--- src/rtl/alu_pkg.sv ---
// Shared definitions for the execute-block ALU multiplier.
// Optional signed mode (MULT) is enabled by defining ALU_MUL_SIGNED_EN.
package alu_pkg;

  // Default operand width of the 8-bit MIPS datapath
  localparam int unsigned AluW = 8;

  typedef enum logic [1:0] {
    StIdle = 2'd0,
    StCalc = 2'd1,
    StDone = 2'd2
  } mul_state_e;

  // 1-bit full-adder cell; returns {carry_out, sum}
  function automatic logic [1:0] fa(input logic x, input logic y, input logic ci);
    fa = {(x & y) | (x & ci) | (y & ci), x ^ y ^ ci};
  endfunction

endpackage

--- src/rtl/addnb_ripple.sv ---
// W-bit ripple-carry adder built by chaining 1-bit full-adder cells.
module addnb_ripple
  import alu_pkg::*;
#(
  parameter int unsigned W = AluW
) (
  input  logic [W-1:0] a,
  input  logic [W-1:0] b,
  input  logic         ci,
  output logic [W-1:0] s,
  output logic         co
);

  logic [W:0] c;

  assign c[0] = ci;

  for (genvar i = 0; i < W; i++) begin : g_cell
    assign {c[i+1], s[i]} = fa(a[i], b[i], c[i]);
  end

  assign co = c[W];

endmodule

--- src/rtl/alu_mul_seq.sv ---
// Multi-cycle shift-and-add multiplier: one partial-product add per clock, W iterations,
// double-width HI/LO result. Define ALU_MUL_SIGNED_EN to add the sgn port (two's-complement
// operands handled by magnitude multiply plus final negation).
module alu_mul_seq
  import alu_pkg::*;
#(
  parameter int unsigned W  = AluW,
  parameter int unsigned CW = 4
) (
  input  logic         clk,
  input  logic         rst,
  input  logic         start,
  input  logic [W-1:0] a,
  input  logic [W-1:0] b,
`ifdef ALU_MUL_SIGNED_EN
  input  logic         sgn,
`endif
  output logic         busy,
  output logic         done,
  output logic [W-1:0] hi,
  output logic [W-1:0] lo
);

  mul_state_e state_q, state_d;
  logic [W-1:0]  mcand_q, mcand_d;
  logic [W-1:0]  acc_q, acc_d;
  logic [W-1:0]  mplr_q, mplr_d;
  logic [CW-1:0] cnt_q, cnt_d;
  logic [W-1:0]  hi_q, hi_d;
  logic [W-1:0]  lo_q, lo_d;
  logic          neg_q, neg_d;

  logic [W-1:0]   op_a, op_b;
  logic           op_neg;
  logic [W-1:0]   addend, sum;
  logic           carry;
  logic [2*W-1:0] prod;

  // Operand conditioning at start: magnitudes and result sign in signed mode
  always_comb begin
`ifdef ALU_MUL_SIGNED_EN
    op_a   = (sgn && a[W-1]) ? (~a + W'(1)) : a;
    op_b   = (sgn && b[W-1]) ? (~b + W'(1)) : b;
    op_neg = sgn & (a[W-1] ^ b[W-1]);
`else
    op_a   = a;
    op_b   = b;
    op_neg = 1'b0;
`endif
  end

  assign addend = mplr_q[0] ? mcand_q : '0;

  addnb_ripple #(
    .W (W)
  ) u_add (
    .a  (acc_q),
    .b  (addend),
    .ci (1'b0),
    .s  (sum),
    .co (carry)
  );

  // Next-state: FSM, shift register, counter and result capture
  always_comb begin
    state_d = state_q;
    mcand_d = mcand_q;
    acc_d   = acc_q;
    mplr_d  = mplr_q;
    cnt_d   = cnt_q;
    hi_d    = hi_q;
    lo_d    = lo_q;
    neg_d   = neg_q;
    prod    = '0;
    unique case (state_q)
      StIdle: begin
        if (start) begin
          mcand_d = op_a;
          acc_d   = '0;
          mplr_d  = op_b;
          cnt_d   = '0;
          neg_d   = op_neg;
          state_d = StCalc;
        end
      end
      StCalc: begin
        // Shift {carry, sum, mplr} right by one
        acc_d  = {carry, sum[W-1:1]};
        mplr_d = {sum[0], mplr_q[W-1:1]};
        cnt_d  = cnt_q + CW'(1);
        if (cnt_q == CW'(W - 1)) begin
          // Capture on the final add so hi/lo are valid while done is high
          prod    = {acc_d, mplr_d};
          prod    = neg_q ? (~prod + (2*W)'(1)) : prod;
          hi_d    = prod[2*W-1:W];
          lo_d    = prod[W-1:0];
          state_d = StDone;
        end
      end
      StDone: state_d = StIdle;
      default: state_d = StIdle;
    endcase
  end

  // State registers with synchronous reset
  always_ff @(posedge clk) begin
    if (rst) begin
      state_q <= StIdle;
      mcand_q <= '0;
      acc_q   <= '0;
      mplr_q  <= '0;
      cnt_q   <= '0;
      hi_q    <= '0;
      lo_q    <= '0;
      neg_q   <= 1'b0;
    end else begin
      state_q <= state_d;
      mcand_q <= mcand_d;
      acc_q   <= acc_d;
      mplr_q  <= mplr_d;
      cnt_q   <= cnt_d;
      hi_q    <= hi_d;
      lo_q    <= lo_d;
      neg_q   <= neg_d;
    end
  end

  assign busy = (state_q == StCalc);
  assign done = (state_q == StDone);
  assign hi   = hi_q;
  assign lo   = lo_q;

endmodule

--- config.mk ---
export PLATFORM = sky130hd
export DESIGN_NAME = alu_mul_seq
export DESIGN_NICKNAME = d
export VERILOG_FILES = /design/src/rtl/alu_pkg.sv /design/src/rtl/addnb_ripple.sv /design/src/rtl/alu_mul_seq.sv
export SDC_FILE = /design/constraint.sdc
export NUM_CORES = 1
export LEC_CHECK = 0
export ABC_AREA = 1
export CORE_MARGIN = 2
export CORE_UTILIZATION = 47
export CTS_CLUSTER_SIZE = 14
export DETAILED_ROUTE_END_ITERATION = 16
export HOLD_SLACK_MARGIN = 0.1
export PLACE_DENSITY = 0.75
export RECOVER_POWER = 50
export SYNTH_ARGS = -nofsm -noshare
export SYNTH_HDL_FRONTEND = slang
export SYNTH_SLANG_ARGS = --single-unit
--- constraint.sdc ---
create_clock -name clk -period 3.75 [get_ports clk]
set_input_delay 0.75 -clock clk [delete_from_list [all_inputs] [get_ports clk]]
set_output_delay 0.75 -clock clk [all_outputs]
set_load 0.1 [all_outputs]
==> flow_summary.json, run 1 <==
{
  "relSlewSlack": -0.508,
  "hold_viol": 0,
  "cp_data_arrival_time_ns": 3.69,
  "dpl_cell_area_mm2": 0.00242,
  "powerDensity_mw_per_mm2": 382,
  "h-tree-depth": 2,
  "gp_congestion": 0.733,
  "clk_latency_ns": 0.30,
  "ys_ff_latch": 46,
  "yosys-top-cells-area": "dfxtp_1 (45%), nand2_1 (16%), fa_1 (6.8%), inv_1 (6.2%), nor2_1 (6.2%)",
  "cp-start-kind": "register",
  "violations": "max-capacitance violations, max-slew violations",
  "crit_fanout": 2,
  "syn_inst": 281,
  "syn_to_final_growth_pct": 22.9,
  "cts.sinks": 46,
  "synth_common_cells": "nand2_1 (90), dfxtp_1 (46), inv_1 (34), nor2_1 (34), nand3_1 (25)",
  "dpl.hpwl_um": 2860,
  "rsz0062_at_grt": "false",
  "ios": 37,
  "vias_per_cell": 4.74,
  "n_fill_cell": 433,
  "synth_edf_count": 0,
  "layout-drive-gt1-share": 0.0573,
  "die_width_um": 70.2,
  "finalWirelength_um": 4190,
  "antenna_found_initial": 0,
  "avgSynthCellArea_um2": 7.33,
  "finalSetupViolCount": 0,
  "grt_pass1_vias": 1694,
  "antenna_cells": 0,
  "fmax_mhz": 283,
  "drcViolationCount": 0,
  "ir_drop_v": 0.000230,
  "maxCapViolations": 1,
  "cts_tree": "done",
  "seq_area_frac_synth": 0.447,
  "post-cts-setup-buffers": 0,
  "status": "finished with violations",
  "core_region_area_mm2": 0.00429,
  "start_util": 0.480,
  "drt-wirelength-per-cell_um": 11.4,
  "hold_class": "register to register",
  "cts.path.max_buffers": 2,
  "drt_iter0_markers": 87,
  "synth_area_mm2": 0.00206,
  "cp.required_ns": 3.90,
  "worstMarginPinSlew_ns": 2.24,
  "gr-usage-all-layers": 0.187,
  "grt-ovfl-total": 0,
  "tns_ns": 0,
  "via_count": 1734,
  "grt_pass1_wl_um": 7290,
  "post-route-cell-area_mm2": 0.00253,
  "skew_ns": 0.00984,
  "post-synth-top-count-cell": "nand2_1",
  "nets": 341,
  "ys.flop_type": "dfxtp_1",
  "synth_cell_types": 18,
  "cts_root_buffer": "clkbuf_8",
  "grt_max_degree": 30,
  "async_flop_share": 0,
  "port_buffers": 36,
  "dieArea_mm2": 0.00493,
  "numCtsBuffers": 5,
  "fin_crit_sh": 0.942,
  "ctsHoldBuffers": 0,
  "syn_nets": 309,
  "firstDrtPassIters": 4,
  "post-route-min-period_ns": 3.53,
  "num_rows": 24,
  "die_h_um": 70.2,
  "clk_pin_slew_ns": 0.09,
  "endpoint_kind": "register",
  "antenna_left": 0,
  "maxSlewViolCount": 20,
  "synth_top_area_cell": "dfxtp_1",
  "path_class": "register to register",
  "p_leak_nw": 1.17,
  "ys_warn_count": 0,
  "synth_top_cell_area_share": 0.447
}
layout by cell type (no fill, tap or decap):
cell	count
a21oi_1	12
a21oi_2	1
buf_4	2
bufinv_16	1
clkbuf_1	1
clkbuf_8	5
clkdlybuf4s50_1	33
clkinv_2	2
dfxtp_1	46
dlygate4sd3_1	2
fa_1	6
fa_2	1
ha_1	2
inv_1	34
inv_2	1
nand2_1	90
nand2_4	1
nand3_1	25
nor2_1	34
nor2_2	2
nor2_4	1
nor2_8	1
o21ai_0	11
registers in the layout, summed over array words and instances, names as in the netlist:
| signal | count |
|---|---|
| acc_q | 8 |
| hi | 8 |
| lo | 8 |
| mcand_q | 8 |
| mplr_q | 8 |
| cnt_q | 4 |
| state_q | 2 |
through the flow:
step | cells | hold WS, ns | total power, mW | setup WS [ns] | utilization
after floorplan | 281 | 0.435 | 0.582 | 0.0796 | -
final | 366 | 0.468 | 0.968 | 0.217 | 0.590
after CTS | 366 | 0.468 | 0.973 | 0.197 | 0.590
after detailed placement | 358 | 0.456 | 0.615 | 0.181 | 0.565
after global placement | 358 | 0.447 | 0.613 | 0.266 | 0.565
after global routing | 366 | 0.491 | 1.01 | 0.0317 | 0.590
repair_timing:
action,CTS,global route
endpoints found under the hold margin,0,0
endpoints found under the setup margin,0,1
resized for setup,0,2
path summary, 6_finish.rpt:
kind                            slack, ns  cells after the start       start       end
worst max register to register       0.22                     16  mcand_q[0]  acc_q[6]
worst min-delay path                 0.47                      2    acc_q[4]  acc_q[4]
worst max-delay path                 0.22                     16  mcand_q[0]  acc_q[6]
worst min register to register       0.47                      2    acc_q[4]  acc_q[4]
power by group:
group | switching [mW] | total [mW] | internal, mW
clock | 0.169 | 0.366 | 0.196
combinational | 0.0535 | 0.0884 | 0.0349
sequential | 0.0101 | 0.513 | 0.503
total | 0.233 | 0.968 | 0.734
logic make-up (layout without fill, tap and decap cells):
kind of cell	Yosys count	count (layout)	synth area share
buf+inv	48	81	0.0996
compound gates	24	24	0.0601
fa+ha+maj	9	9	0.0801
flops	46	46	0.447
simple gates	154	154	0.313
metal layers:
| layer | global-route usage | routed length (µm) |
|---|---|---|
| met5 | 0 | 0 |
| met2 | 0.315 | 1950 |
| met1 | 0.233 | 2030 |
| met3 | 0.0476 | 178 |
| met4 | 0.0641 | 30 |
worst max-delay path: stages, from the launching register on:
cell,delay (ns)
dfxtp_1,0.33
nand2_1,0.05
inv_1,0.04
ha_1,0.12
inv_1,0.04
fa_1,0.37
inv_1,0.08
fa_1,0.15
inv_1,0.05
fa_1,0.38
fa_2,0.35
fa_1,0.38
fa_1,0.39
fa_1,0.48
inv_1,0.05
nand2_1,0.07
a21oi_2,0.05
area by class of cell:
cell class,instances,area [µm²],share of cell area
Tap cell,52,65.1,0.0257
Inverter,35,131,0.0519
Clock buffer,5,68.8,0.0272
Sequential cell,46,921,0.364
Clock inverter,3,40.0,0.0158
Multi-Input combinational cell,187,937,0.370
Timing Repair Buffer,38,369,0.146
Power figures use the tool's default switching activity.
==> inputs of run 2 (changes only) <==
--- a/config.mk
+++ b/config.mk
@@ -13,6 +13,8 @@
 export HOLD_SLACK_MARGIN = 0.1
 export PLACE_DENSITY = 0.75
 export RECOVER_POWER = 50
+export REMOVE_ABC_BUFFERS = 1
+export SLEW_MARGIN = 25
 export SYNTH_ARGS = -nofsm -noshare
 export SYNTH_HDL_FRONTEND = slang
 export SYNTH_SLANG_ARGS = --single-unit
==> flow_summary.json, run 2 (same netlist as run 1, synthesis figures left out) <==
{
  "status": "finished, final reports clean",
  "drt-wirelength-per-cell_um": 11.5,
  "finalSetupViolCount": 0,
  "firstDrtPassIters": 4,
  "rsz0062_at_grt": "false",
  "slowest_delay_ns": 0.44,
  "worst_path_most_repeated_cell": "fa_1",
  "hold_viol": 0,
  "post-cts-setup-buffers": 0,
  "cp_cell_sequence": "nand2_1, inv_1, ha_1, inv_1, fa_1, inv_1, fa_1, inv_1, fa_1, fa_1, fa_1, fa_1, fa_1, inv_1, nand2_1, a21oi_1",
  "numCtsBuffers": 5,
  "post-place-ws_ns": 0.209,
  "finish.utilization": 0.578,
  "p_total_mw": 0.882,
  "cts_tree": "done",
  "final_cells": 367,
  "num_rows": 24,
  "maxSlewViolCount": 0,
  "clk_latency_ns": 0.29,
  "relSlewSlack": 0.0504,
  "cts.sinks": 46,
  "hold_slack_ns": 0.465,
  "mostFrequentLayoutCells": "nand2_1 (91), dfxtp_1 (46), inv_1 (35), nor2_1 (35), clkdlybuf4s50_1 (33)",
  "finalWirelength_um": 4220,
  "cts.path.max_buffers": 2,
  "fmax_mhz": 282,
  "ios": 37,
  "vias_per_cell": 4.71,
  "endpoint_kind": "register",
  "h-tree-depth": 2,
  "path_class": "register to register",
  "p_leak_nw": 1.14,
  "post-route-min-period_ns": 3.54,
  "worstMarginPinSlew_ns": 1.41,
  "gp_congestion": 0.779,
  "crit_fanout": 2,
  "cts_root_buffer": "clkbuf_8",
  "port_buffers": 36,
  "dpl_cell_area_mm2": 0.00244,
  "dieArea_mm2": 0.00493,
  "powerDensity_mw_per_mm2": 355,
  "syn_to_final_growth_pct": 20.5,
  "antenna_cells": 0,
  "dpl.hpwl_um": 2940,
  "cp-start-kind": "register",
  "cp_data_arrival_time_ns": 3.77,
  "timing.final.ws_setup_ns": 0.206,
  "tns_ns": 0,
  "grt_pass1_vias": 1602,
  "die_h_um": 70.2,
  "grt_pass1_wl_um": 7270,
  "layout-drive-gt1-share": 0.0413,
  "maxCapViolations": 0,
  "grt_max_degree": 23,
  "grt-ovfl-total": 0,
  "skew_ns": 0.00566,
  "antenna_found_initial": 0,
  "clk_pin_slew_ns": 0.08,
  "dp_cells": 360,
  "crit_slowest_cell": "fa_1",
  "post-route-cell-area_mm2": 0.00248,
  "gr-usage-all-layers": 0.187,
  "nets": 343,
  "hold_class": "register to register",
  "antenna_left": 0,
  "ir_drop_v": 0.000147,
  "via_count": 1727,
  "drt_iter0_markers": 87,
  "layout_commonest_cell": "nand2_1",
  "cp.required_ns": 3.97,
  "fin_crit_sh": 0.945,
  "core_region_area_mm2": 0.00429,
  "start_util": 0.480,
  "die_width_um": 70.2,
  "drcViolationCount": 0
}
[run 2: cell types whose count changed in the layout (fill, tap and decap cells not counted), sizes merged]
cell         previous run  this run
dlygate4sd3             2         1
clkbuf                  6         8
bufinv                  1         0
clkinv                  2         0
buf                     2         5
[run 2: per-layer routing]
metal / GRT usage / part of all wire / wire length (µm)
met1: 0.241 / 0.47 / 1990
met2: 0.308 / 0.47 / 2000
met3: 0.0462 / 0.046 / 196
met4: 0.0641 / 0.0083 / 35
met5: 0 / 0 / 0
[run 2: worst paths after layout]
check / startpoint / to / slack [ns] / depth (start not counted)
setup / recovery: mcand_q[0] / acc_q[6] / 0.21 / 16
hold / removal: mplr_q[2] / lo[1] / 0.46 / 2
setup reg to reg: mcand_q[0] / acc_q[6] / 0.21 / 16
hold reg to reg: mplr_q[2] / lo[1] / 0.46 / 2
[run 2: area by class of cell]
type	count	area, µm²
fillers	436	1810
multi-input cells	187	907
flip-flops and latches	46	921
repair buffers	40	382
well taps	52	65.1
inverters	35	131
clock buffers	7	76.3
[run 2: critical path, delay by kind of cell, from the launching register on]
kind                     cells  cell delay, ns
AO/OA/AOI/OAI                1            0.14
flip-flops                   1            0.33
adder cells (fa/ha/maj)      8            2.58
buffers and inverters        5            0.31
AND/OR/NAND/NOR              2            0.11
[run 2: power breakdown]
group	switching (mW)	leakage, nW	total (mW)	internal (mW)
registers	0.00966	0.374	0.513	0.503
logic	0.0534	0.723	0.0901	0.0367
clock network	0.151	0.0383	0.279	0.128
total	0.214	1.14	0.882	0.668
[run 2: timing repair]
action | in CTS | in global routing
gates resized for setup | 0 | 0
setup endpoints to repair | 0 | 1
hold buffers | 0 | 0
